## src/rtl/gnrc_gray2bin_pipe.sv

```systemverilog
// gnrc_gray2bin_pipe
//   Pipelined gray-to-binary decoder. The MSB-down XOR prefix chain is cut
//   into STAGES register slices of CHUNK = ceil(N/STAGES) bits each. Every
//   slice has a valid/ready handshake, and the pipeline has no skid buffer.
//
// Parameters
//   N       code width (>= 1)
//   STAGES  number of register stages (1..N), equal to the unstalled latency
//
// Ports
//   clk_i        rising-edge clock
//   rst_i        synchronous active-high reset (clears valids and data)
//   flush_i      synchronous flush (clears valids, blocks input this cycle)
//   in_valid_i   input word valid
//   in_ready_o   input accepted this cycle when in_valid_i is also high
//   in_gray_i    gray-coded input word
//   out_valid_o  output word valid
//   out_ready_i  downstream accepts the output word
//   out_bin_o    decoded binary word
//   busy_o       at least one stage holds a word
module gnrc_gray2bin_pipe #(
  parameter int N      = 8,
  parameter int STAGES = 2
) (
  input  logic         clk_i,
  input  logic         rst_i,
  input  logic         flush_i,
  input  logic         in_valid_i,
  output logic         in_ready_o,
  input  logic [N-1:0] in_gray_i,
  output logic         out_valid_o,
  input  logic         out_ready_i,
  output logic [N-1:0] out_bin_o,
  output logic         busy_o
);

  localparam int CHUNK = (N + STAGES - 1) / STAGES;

  logic [STAGES-1:0]        vld_q, vld_d;
  logic [STAGES-1:0][N-1:0] data_q, data_d;
  logic [STAGES-1:0][N-1:0] dec;
  logic [STAGES-1:0]        src_vld;
  logic [STAGES:0]          acc;

  // Per-stage decode slice. Bits above HI arrive already binary, bits below
  // LO stay gray for later stages. A slice with HI < 0 resolves nothing and
  // the stage degenerates to a plain register.
  for (genvar k = 0; k < STAGES; k++) begin : g_stage
    localparam int HI = N - 1 - k * CHUNK;
    localparam int LO = HI - CHUNK + 1;

    logic [N-1:0] src;
    logic [N-1:0] slice;

    if (k == 0) begin : g_first
      assign src        = in_gray_i;
      assign src_vld[k] = in_valid_i;
    end else begin : g_next
      assign src        = data_q[k-1];
      assign src_vld[k] = vld_q[k-1];
    end

    // Only the nearest resolved bit above the slice feeds its XOR chain.
    always_comb begin
      slice = src;
      for (int i = N - 2; i >= 0; i--) begin
        if (i >= LO && i <= HI) slice[i] = slice[i+1] ^ src[i];
      end
    end

    assign dec[k] = slice;
  end

  // A stage can take a word when it is empty or its word moves on.
  always_comb begin
    acc[STAGES] = out_ready_i;
    for (int k = STAGES - 1; k >= 0; k--) acc[k] = !vld_q[k] | acc[k+1];
  end

  always_comb begin
    vld_d  = vld_q;
    data_d = data_q;
    for (int k = 0; k < STAGES; k++) begin
      if (acc[k] && src_vld[k]) begin
        vld_d[k]  = 1'b1;
        data_d[k] = dec[k];
      end else if (acc[k]) begin
        vld_d[k] = 1'b0;
      end
    end
  end

  always_ff @(posedge clk_i) begin
    if (rst_i) begin
      vld_q  <= '0;
      data_q <= '0;
    end else if (flush_i) begin
      vld_q <= '0;
    end else begin
      vld_q  <= vld_d;
      data_q <= data_d;
    end
  end

  assign in_ready_o  = acc[0] & ~flush_i;
  assign out_valid_o = vld_q[STAGES-1];
  assign out_bin_o   = data_q[STAGES-1];
  assign busy_o      = |vld_q;

endmodule
```

## config.mk

```make
export PLATFORM = sky130hd
export DESIGN_NAME = gnrc_gray2bin_pipe
export DESIGN_NICKNAME = d
export VERILOG_FILES = /design/src/rtl/gnrc_gray2bin_pipe.sv
export SDC_FILE = /design/constraint.sdc
export NUM_CORES = 1
export LEC_CHECK = 0
export BUFFER_PORTS_ARGS = -buffer_cell sky130_fd_sc_hd__buf_2
export CAP_MARGIN = 20
export CORE_ASPECT_RATIO = 0.9
export CORE_MARGIN = 4
export CORE_UTILIZATION = 48
export CTS_CLUSTER_DIAMETER = 100
export CTS_CLUSTER_SIZE = 30
export DETAILED_ROUTE_END_ITERATION = 16
export PLACE_DENSITY = 0.76
export SLEW_MARGIN = 20
export SYNTH_ARGS = -nofsm -noshare
export SYNTH_HDL_FRONTEND = slang
export SYNTH_SLANG_ARGS = --single-unit
```

## constraint.sdc

```tcl
create_clock -name clk_i -period 1.6 [get_ports clk_i]
set_input_delay 0.08 -clock clk_i [delete_from_list [all_inputs] [get_ports clk_i]]
set_output_delay 0.08 -clock clk_i [all_outputs]
set_load 0.01 [all_outputs]
```

* Yosys cells after proc, flatten, opt, wreduce, memory -nomap -nowiden
Cells that the tools add are included.
** Storage, ports and cells
- Input bits :: 13
- Bits in registers :: 18
** Cells by class
- Multiplexer cells :: 4
- Reduce and logical (&&, ||, !) cells :: 10
- Bitwise gates (word level) :: 11
** Operator list (number)
- bitwise XOR 1 bit :: 7
- two-way mux 1 bit :: 4
- AND reduction 2 bit :: 2
- nonzero test 2 bit :: 2
- OR reduction 2 bit :: 2
- logical AND 1 bit :: 2
- zero test 1 bit :: 2
- bitwise OR 1 bit :: 2
- bitwise AND 1 bit :: 1
- inverter 1 bit :: 1

* Logic depth before layout (Yosys ltp)
Gate-level depths: netlist of the first run.
- Depth in word-level cells :: 5
- Gate-level depth with buffers :: 5
- Mapped depth without buffers :: 4

* Least setup slack after synthesis of the first run
No wires, ideal clock.
- Path kind :: reg2reg
- Start point :: register vld_q[1]
- End point :: register data_q (netlist bit g_stage[1].src[0])
- Data arrival time :: 1.106 ns
- Library setup time :: 0.131 ns
- Clock period less this slack :: 1.237 ns
- Stages on the path, launching flop included :: 6
- Required time :: 1.469 ns
- Slack :: 0.363 ns
- Cell sequence :: dfxtp_1 -> and3b_1 -> nor3b_2 -> buf_4 -> mux2i_1 -> nor2_1
** Between the ends
- Longest elaborated chain between the ends :: 5
** RTL lines
- from (decl) :: RTL line 39 : logic [STAGES-1:0] vld_q, vld_d;
- from (signal assigned) :: RTL line 100 : vld_q <= vld_d;
- zero test 1 bit :: RTL line 77 : for (int k = STAGES - 1; k >= 0; k--) acc[k] = !vld_q[k] | acc[k+1];
- bitwise OR 1 bit (2 in series) :: RTL line 77
- logical AND 1 bit :: RTL line 84 : if (acc[k] && src_vld[k]) begin
- AND reduction 2 bit (no line)
- to (signal assigned) :: RTL line 101 : data_q <= data_d;
- to (decl) :: RTL line 40 : logic [STAGES-1:0][N-1:0] data_q, data_d;
Every way passes these cells.
A chain may end at the register's enable or synchronous reset.

* Worst setup path after layout of the first run
- Start point :: register vld_q[1]
- End point :: register data_q (netlist bit g_stage[1].src[7])
Same word-level chain as after synthesis.

==> results of run 1 <==
cells in the final DEF, fill, tap and decap left out:
master and count:
or2_2 1, mux2i_1 12, a211oi_2 3, buf_4 2, clkbuf_8 1, o221ai_1 1, nor2_1 19, nand4b_1 1
xnor2_2 2, clkbuf_4 3, nand2b_1 1, nor3b_2 2, dfxtp_1 18, nand2_1 1, nor2b_1 1, and3b_1 1
nor3_1 2, xor2_1 3, buf_2 23, xnor2_1 2
layout make-up:
type	instances	area, µm²	area share
multi-input cells	52	389.1	0.4125
flip-flops and latches	18	360.3	0.3820
repair buffers	25	130.1	0.1379
clock buffers	4	36.28	0.03846
well taps	22	27.53	0.02918
metrics by stage:
| step | setup WS [ps] | std cells |
|---|---|---|
| CTS | 298.7 | 121 |
| detailed placement | 310.8 | 117 |
| floorplan | 363.3 | 74 |
| global placement | 348.0 | 117 |
| finish | 300.9 | 121 |
| global route | 142.1 | 121 |
kinds of logic after synthesis:
logic type,Yosys count,share of synthesized area
and+or+nand+nor,29,0.1896
xor gates and xnor gates,7,0.09887
DFF,18,0.4668
AOI/OAI and AO/OA,4,0.05997
buffers and inverters,4,0.02917
muxes,12,0.1556
flip-flops by register name (all words and copies together), names as in the netlist:
name	cells
out_bin_o	8
vld_q	2
g_stage.src	8
how the worst max path moves through the flow:
| stage | startpoint | endpoint | slack (ps) | cells past startpoint |
|---|---|---|---|---|
| final | vld_q[1]$_SDFFE_PP0P_ | g_stage[1].src[7]$_SDFFE_PP0P_ | 300 | 5 |
| after global routing | vld_q[1]$_SDFFE_PP0P_ | g_stage[1].src[0]$_SDFFE_PP0P_ | 140 | 5 |
| after CTS | vld_q[1]$_SDFFE_PP0P_ | g_stage[1].src[7]$_SDFFE_PP0P_ | 300 | 5 |
| after detailed placement | vld_q[1]$_SDFFE_PP0P_ | g_stage[1].src[7]$_SDFFE_PP0P_ | 310 | 5 |
| after global placement | vld_q[1]$_SDFFE_PP0P_ | g_stage[1].src[3]$_SDFFE_PP0P_ | 350 | 5 |
| after floorplan | vld_q[1]$_SDFFE_PP0P_ | g_stage[1].src[0]$_SDFFE_PP0P_ | 360 | 5 |
worst register-to-register path, stage by stage, from the launching register on:
cell     delay (ps)
dfxtp_1         330
and3b_1         220
nor3b_2         160
buf_4           220
mux2i_1         210
nor2_1           60
power breakdown:
part           internal, µW  leakage (µW)  switching [µW]
clock network           138     0.0000210             135
logic                  57.8      0.000257            61.2
registers               464      0.000147            10.3
metal layers:
metal / wire length, µm / share of wire
met1: 651 / 0.48
met5: 0 / 0
met2: 592 / 0.44
met4: 0 / 0
met3: 116 / 0.085
==> out/qor.txt, run 1 <==
Status -> finished, final reports clean
Share of layout cells above drive strength 1 -> 0.3737
Hold crit path type -> in2reg
Slowest-stage cell, CP -> dfxtp_1
Hold Startpoint -> in_gray_i[1]
Starting Density -> 0.5216
Worst Setup Path Type -> reg2reg
Fin util -> 0.6374
DRT iter0 DRCs -> 3
Clock buffer count from CTS -> 3
Row count -> 13
Core ar. -> 1480 µm²
Area Overhead vs Synth -> 22.20%
Leak -> 0.0004241 µW
RSZ-0062 raised after global routing -> no
Post-DP HPWL -> 1.010 mm
R2R Path Start -> vld_q[1]$_SDFFE_PP0P_
Largest net degree at the start of global routing -> 21
CTS Sinks -> 18
Antenna violations before repair -> 0
Vias -> 564
Predominant post-synthesis flop cell -> dfxtp_1
Power Density -> 919.2 nW/µm²
GRT Util Overall -> 0.1382
Clock-pin slew of the registers on the worst-case setup and hold paths -> 100 ps
Worst vdd ir -> 0.7215 mV
Final WL -> 1.359 mm
Global-route wire length before repair -> 2.387 mm
Overall Power -> 867.2 µW
Hold Fails Final Rpt -> 0
FF-to-FF setup slack -> 300 ps
Yosys cell types -> 18
Rel. slew slack -> 0.7574
Met3 Use GR -> 0.06557
Most frequent cell after synthesis -> nor2_1
Sequential cell area fraction in the yosys report -> 0.4668
Hold slack -> 26.08 ps
Reg-to-Reg End -> g_stage[1].src[7]$_SDFFE_PP0P_
Synthesized flop and latch total -> 18
GPL Wtd Cong -> 0.7016
Vias in the first global route -> 566
Crit path max fanout -> 10
Synth top area share -> 0.4668
Drt drc -> 0
Placed cell area -> 907.1 µm²
Die height -> 46.05 µm
Hold path endpoint -> g_stage[1].src[1]$_SDFFE_PP0P_
Fin crit share -> 0.8120
Final Setup Violations -> 0
Syn Std Cell Area -> 772.0 µm²
Synth Area per Inst -> 10.43 µm²
Met1 Usage GRT -> 0.1680
Synth area leader -> dfxtp_1
Synthesis Warnings -> 0
H-tree levels -> 1
Delay-heaviest family, CP -> simple AND/OR/NAND/NOR gates
Per-cell routed wire length -> 11.23 µm
Port Buffers -> 23
Startpoint types -> flop
Most common library cells after synthesis -> 19 x nor2_1, 18 x dfxtp_1, 12 x mux2i_1, 3 x a211oi_2, 3 x xor2_1
Gate Count Post-Synth -> 74
Max-cap violations -> 0
Pins over their slew limit -> 0
R2r worst-path depth -> 5
Worst Skew -> 1.642 ps
CP Cell Sequence -> and3b_1 > nor3b_2 > buf_4 > mux2i_1 > nor2_1
Nets -> 113
Critical path's largest stage delay -> 330 ps
Ys async rst share -> 0
Critical path buffers and inverters -> 1
Grt met2 use -> 0.2292
Global route total overflow -> 0
Clock buffer depth -> 2
Final antenna-violating net count -> 0
# hold bufs at CTS -> 0
CP Capture Type -> flop
Fmax -> 0.7697 GHz
Die width -> 50.28 µm
Fin Setup TNS -> 0 ps
Number of diodes -> 0
Busiest layer in global routing -> met2
DRT Pass-1 Iters -> 4
Root Buffer -> clkbuf_4
Post-cts resize count -> 0
Slew @ Worst Pin -> 364.0 ps
Minimum clock period -> 1299 ps
Die area -> 2315 µm²
Postcts setup bufs -> 0
Synth top area cells -> dfxtp_1 47%, mux2i_1 16%, nor2_1 9.2%, a211oi_2 4.9%, xnor2_2 4.2%
Fin area -> 943.4 µm²
Hold depth -> 3
CP arrival -> 1470 ps
Filler cells -> 129
Syn_nets -> 87
Worst skew pair latency -> 280 ps
Vias per cell -> 4.661
IO Count -> 24
CTS tree -> built
CP required -> 1770 ps
EDFF count, synth -> 0
Power figures use the tool's default switching activity.
==> run 2: changes to the inputs <==
Clock period 1.6 ns to 1.2 ns, I/O delays scaled along.
==> run 2 against run 1 <==
  * The flow now finishes with violations (setup timing)
  * Worst hold slack worse by 13 ps
  * First-iteration DRC count rose to 3.0 times the previous value
  * Final area rose by 15%
  * Critical path type unchanged
  * Critical endpoint is now g_stage[1].src[5]$_SDFFE_PP0P_
==> out/qor.txt, run 2 (synthesis gave the netlist of run 1 again) <==
Status -> finished with violations
Failing checks -> setup timing
Largest net degree at the start of global routing -> 21 (unchanged)
Rel. slew slack -> 0.7576 (about the same)
Most frequent cells in the layout -> 22 x buf_2, 19 x nor2_1, 16 x dfxtp_1
RSZ-0062 raised after global routing -> yes
DRT met1 WL -> 656 µm (+0.77%)
Die width -> 50.28 µm (unchanged)
CP arrival -> 1510 ps (+40 ps)
R2r worst-path depth -> 5 (unchanged)
Area Overhead vs Synth -> 40.19%
Port Buffers -> 23 (unchanged)
Vias -> 644 (+14%)
Worst vdd ir -> 0.8252 mV (+14%)
Row count -> 13 (unchanged)
Final WS setup -> -117.5 ps (-418.4 ps)
Fin cells -> 132 (+9.1%)
Leak -> 0.0004872 µW (+15%)
Worst skew pair latency -> 300 ps (+20 ps)
GPL Wtd Cong -> 0.7886 (+12%)
CP Launch Point -> vld_q[1]$_SDFFE_PP0P_
CP required -> 1390 ps (-380 ps)
Placed insts -> 123 (+5.1%)
Hold depth -> 3 (unchanged)
CP Capture Type -> flop
Number of diodes -> 0 (unchanged)
Most common cell after layout, fill and taps aside -> buf_2
H-tree levels -> 1 (unchanged)
CTS Sinks -> 18 (unchanged)
FF-to-FF setup slack -> -120 ps (-420 ps)
Slew @ Worst Pin -> 363.6 ps (-0.3688 ps)
Max-cap violations -> 0 (unchanged)
GRT Util Overall -> 0.1548 (+0.01655)
Place WS -> -100.9 ps (-411.6 ps)
DRT iter0 DRCs -> 9 (+6)
Per-cell routed wire length -> 12.13 µm (+8.0%)
Vias per cell -> 4.879 (+4.7%)
Drt drc -> 0 (unchanged)
Nets -> 124 (+9.7%)
Pins over their slew limit -> 0 (unchanged)
DR WL met2 -> 833 µm (+41%)
Reg area -> 362.8 µm² (+0.69%)
Vias in the first global route -> 632 (+12%)
Reg-to-Reg End -> g_stage[1].src[5]$_SDFFE_PP0P_
Fmax -> 0.7590 GHz (-1.4%)
Die height -> 46.05 µm (unchanged)
Hold crit path type -> in2reg
Starting Density -> 0.5216 (unchanged)
Clock buffer depth -> 2 (unchanged)
Filler cells -> 108 (-16%)
Antenna violations before repair -> 0 (unchanged)
R2R Path Start -> vld_q[1]$_SDFFE_PP0P_
Metal3 WL -> 93 µm (-20%)
Final antenna-violating net count -> 0 (unchanged)
Clock-pin slew of the registers on the worst-case setup and hold paths -> 110 ps (about the same)
IO Count -> 24 (unchanged)
Power Density -> 1118 nW/µm² (+22%)
Hold Startpoint -> in_gray_i[3]
Clock buffer count from CTS -> 3 (unchanged)
Global route total overflow -> 0 (unchanged)
DRT Pass-1 Iters -> 4 (unchanged)
Startpoint types -> flop
CTS tree -> built
Final WL -> 1.601 mm (+18%)
Crit path max fanout -> 10 (unchanged)
Die area -> 2315 µm² (unchanged)
Worst Setup Path Type -> reg2reg
Post-DP HPWL -> 1.106 mm (+9.5%)
Uppermost layer routed -> met4
Worst Skew -> 11.40 ps (+9.755 ps)
Hold path endpoint -> g_stage[1].src[3]$_SDFFE_PP0P_
Hold Fails Final Rpt -> 0 (unchanged)
Multi-input logic area -> 417.9 µm² (+7.4%)
Minimum clock period -> 1318 ps (+18.37 ps)
Global-route wire length before repair -> 2.608 mm (+9.3%)
Share of layout cells above drive strength 1 -> 0.4545 (+0.08081)
Root Buffer -> clkbuf_4
Fin crit share -> 1.098 (+0.2860)
Core ar. -> 1480 µm² (unchanged)
Final Setup Violations -> 15 (+15)
==> run 2: repair_timing <==
item,in CTS,in global routing
hold buffers,3,0
buffers inserted,1,1
pin swaps,1,1
gates resized for setup,2,6
setup endpoints to repair,16,18
endpoints found under the hold margin,4,0
==> run 2: power by group <==
group	internal (µW)	switching (µW)
logic	107	93.8
clock network	185	188
registers	620	16.2
==> run 2: area by class of cell <==
| cell class | instances | area share |
|---|---|---|
| Multi-Input combinational cell | 52 | 0.3861 |
| Sequential cell | 18 | 0.3353 |
| Timing Repair Buffer | 36 | 0.2197 |
| Clock buffer | 4 | 0.03353 |
| Tap cell | 22 | 0.02543 |
==> run 2: metrics by stage <==
stage               power [µW]  TNS (ps)  hold WS (ps)    util  instance area (µm²)
floorplan                759.2    -137.9         131.8       -                784.5
global placement         819.2    -121.2         297.6  0.6492                960.9
detailed placement       822.6    -719.9         304.4  0.6492                960.9
CTS                       1207     -1018         4.192  0.7025                 1040
global route              1272     -2347         29.82  0.7312                 1082
finish                    1210    -997.9         13.48  0.7312                 1082
==> run 2: per-layer routing <==
layer,vias up,global-route usage
li1,320,-
met1,301,0.1610
met2,18,0.2839
met3,5,0.05574
met4,0,0.06630
met5,-,0
==> run 2: how the worst max path moves through the flow <==
stage	slack (ps)	endpoint	depth (start not counted)
after CTS	-100	g_stage[1].src[7]$_SDFFE_PP0P_	5
final	-120	g_stage[1].src[5]$_SDFFE_PP0P_	5
after detailed placement	-100	g_stage[1].src[0]$_SDFFE_PP0P_	5
after floorplan	-10	out_bin_o[3]$_SDFFE_PP0P_	5
after global placement	-30	g_stage[1].src[7]$_SDFFE_PP0P_	5
after global routing	-220	g_stage[1].src[0]$_SDFFE_PP0P_	5
==> run 2: critical path: stages, from the launching register on <==
cell and delay (ps):
dfxtp_2 350, and3b_1 210, nor3b_2 210, buf_6 190
mux2i_1 200, nor2_1 50
==> run 3: changes to the inputs <==
Settings changed: BUFFER_PORTS_ARGS -buffer_cell sky130_fd_sc_hd__buf_2 to default, CORE_UTILIZATION 48 to 50, DONT_BUFFER_PORTS from default to 1, PLACE_DENSITY 0.76 to default.
==> run 3 against run 2 <==
  * The run ends with hold timing, setup timing left
  * Worst hold slack got worse by 210 ps
  * Critical path depth unchanged
  * Total power decreased by 4.4%
  * Setup slack improved by 45 ps
  * Register-to-register slack better by 50 ps
  * Clock power is essentially flat
  * Sequential cell count unchanged
  * Non-clock buffer count fell by 25
  * Die area down 3.3%
  * Clock-buffer cell count stayed put
  * Global-route usage shrank 1.7 points
  * Final area is 13% lower
  * Critical endpoint is now g_stage[1].src[3]$_SDFFE_PP0P_
  * Largest power group unchanged
==> out/qor.txt, run 3 (synthesis gave the netlist of run 1 again) <==
Die area -> 2237 µm² (-3.3%)
Root Buffer -> clkbuf_4
CTS tree -> built
Global-route wire length before repair -> 2.208 mm (-15%)
Pins over their slew limit -> 0 (unchanged)
GRT Util Overall -> 0.1380 (-0.01674)
Overall Power -> 1157 µW (-4.4%)
Number of diodes -> 0 (unchanged)
Final WL -> 1.425 mm (-11%)
Clock-pin slew of the registers on the worst-case setup and hold paths -> 100 ps (about the same)
Minimum clock period -> 1272 ps (-45.50 ps)
Clock buffer count from CTS -> 3 (unchanged)
Place WS -> -63.88 ps (+37.00 ps)
CP arrival -> 1470 ps (-40 ps)
RSZ-0062 raised after global routing -> yes
Critical path's largest stage delay -> 340 ps (about the same)
Clock buffer depth -> 2 (unchanged)
Final Setup Violations -> 8 (-7)
CP Launch Point -> vld_q[1]$_SDFFE_PP0P_
Port Buffers -> 0 (-100%)
Fin crit share -> 1.060 (-0.03791)
IO Count -> 24 (unchanged)
Post-DP HPWL -> 993.3 µm (-10%)
Final WS setup -> -72.02 ps (+45.50 ps)
CP required -> 1390 ps (about the same)
Die height -> 45.28 µm (-1.7%)
Core ar. -> 1448 µm² (-2.2%)
DRT Pass-1 Iters -> 4 (unchanged)
Startpoint types -> flop
Slowest-stage cell, CP -> dfxtp_2
CP Cell Sequence -> and3b_1 > nor3b_2 > buf_6 > mux2i_1 > nor2_1
Row count -> 13 (unchanged)
Hold crit path type -> in2reg
Worst vdd ir -> 0.7100 mV (-14%)
Vias per cell -> 5.280 (+8.2%)
Per-cell routed wire length -> 14.25 µm (+17%)
Most frequent cells in the layout -> 18 x nor2_1, 16 x dfxtp_1, 12 x mux2i_1
Largest net degree at the start of global routing -> 21 (unchanged)
Max-cap violations -> 0 (unchanged)
Rel. slew slack -> 0.8436 (+0.08602)
Final antenna-violating net count -> 0 (unchanged)
Status -> finished with violations
Hold slack -> -193.0 ps (-206.4 ps)
H-tree levels -> 1 (unchanged)
# hold bufs at CTS -> 1 (-2)
Slew @ Worst Pin -> 233.4 ps (-130.2 ps)
R2R Path Start -> vld_q[1]$_SDFFE_PP0P_
Die width -> 49.42 µm (-1.7%)
Drt drc -> 0 (unchanged)
Worst skew pair latency -> 300 ps (about the same)
Power Density -> 1231 nW/µm² (+10%)
Global route total overflow -> 0 (unchanged)
GPL Wtd Cong -> 0.6683 (-15%)
Nets -> 99 (-20%)
Worst Setup Path Type -> reg2reg
Starting Density -> 0.5333 (+0.01172)
DRT iter0 DRCs -> 7 (-2)
Most common cell after layout, fill and taps aside -> nor2_1
Hold Fails Final Rpt -> 18 (+18)
Share of layout cells above drive strength 1 -> 0.3294 (-0.1251)
CP Capture Type -> flop
Fmax -> 0.7862 GHz (+3.6%)
Worst Skew -> 8.630 ps (-2.768 ps)
Area Overhead vs Synth -> 21.72%
Failing checks -> hold timing, setup timing
Vias in the first global route -> 501 (-21%)
Leak -> 0.0003727 µW (-24%)
Hold Startpoint -> rst_i
Antenna violations before repair -> 0 (unchanged)
Crit path max fanout -> 10 (unchanged)
CTS Sinks -> 18 (unchanged)
Vias -> 528 (-18%)
[run 3: path summary, 6_finish.rpt]
kind	end	slack, ps	cells after the start
min	out_bin_o[1]$_SDFFE_PP0P_	-190	1
max reg2reg	g_stage[1].src[3]$_SDFFE_PP0P_	-70	5
max	g_stage[1].src[3]$_SDFFE_PP0P_	-70	5
min reg2reg	g_stage[1].src[7]$_SDFFE_PP0P_	500	2
[run 3: layout make-up]
type | count | area (µm²)
flip-flops and latches | 18 | 362.8
fillers | 122 | 508.0
multi-input cells | 52 | 425.4
clock buffers | 4 | 36.28
repair buffers | 11 | 96.34
well taps | 15 | 18.77
[run 3: stage by stage]
step	util	cell area (µm²)	TNS [ps]	hold slack (ps)	std cells
floorplan	-	784.5	-137.9	131.8	74
global placement	0.5782	837.1	-86.41	127.4	93
detailed placement	0.5782	837.1	-410.3	128.0	93
CTS	0.6249	904.6	-386.3	-207.4	100
global route	0.6491	939.7	-1368	-217.2	100
finish	0.6491	939.7	-448.8	-193.0	100
[run 3: what timing repair did]
item,CTS,global route
setup buffers,2,0
pin swaps,1,0
hold endpoints to repair,18,18
gates resized for setup,2,7
setup endpoints to repair,12,17
gates cloned,0,0
[run 3: critical path: cells and delay by family, from the launching register on]
| kind | cells | cell delay, ps |
|---|---|---|
| AND/OR/NAND/NOR | 3 | 450 |
| buffers and inverters | 1 | 190 |
| multiplexers | 1 | 190 |
| flip-flops | 1 | 340 |
[run 3: where the power goes]
group / total, µW / internal, µW / switching [µW]
registers: 638 / 620 / 17.8
logic: 148 / 84.1 / 63.7
clock network: 371 / 185 / 186
total: 1160 / 889 / 268
[run 3: layer usage]
| metal | global-route usage | share of wire | up-vias |
|---|---|---|---|
| li1 | - | - | 268 |
| met1 | 0.1466 | 0.43 | 240 |
| met5 | 0 | 0 | - |
| met3 | 0.08251 | 0.090 | 2 |
| met2 | 0.2219 | 0.47 | 18 |
| met4 | 0.06630 | 0.0091 | 0 |
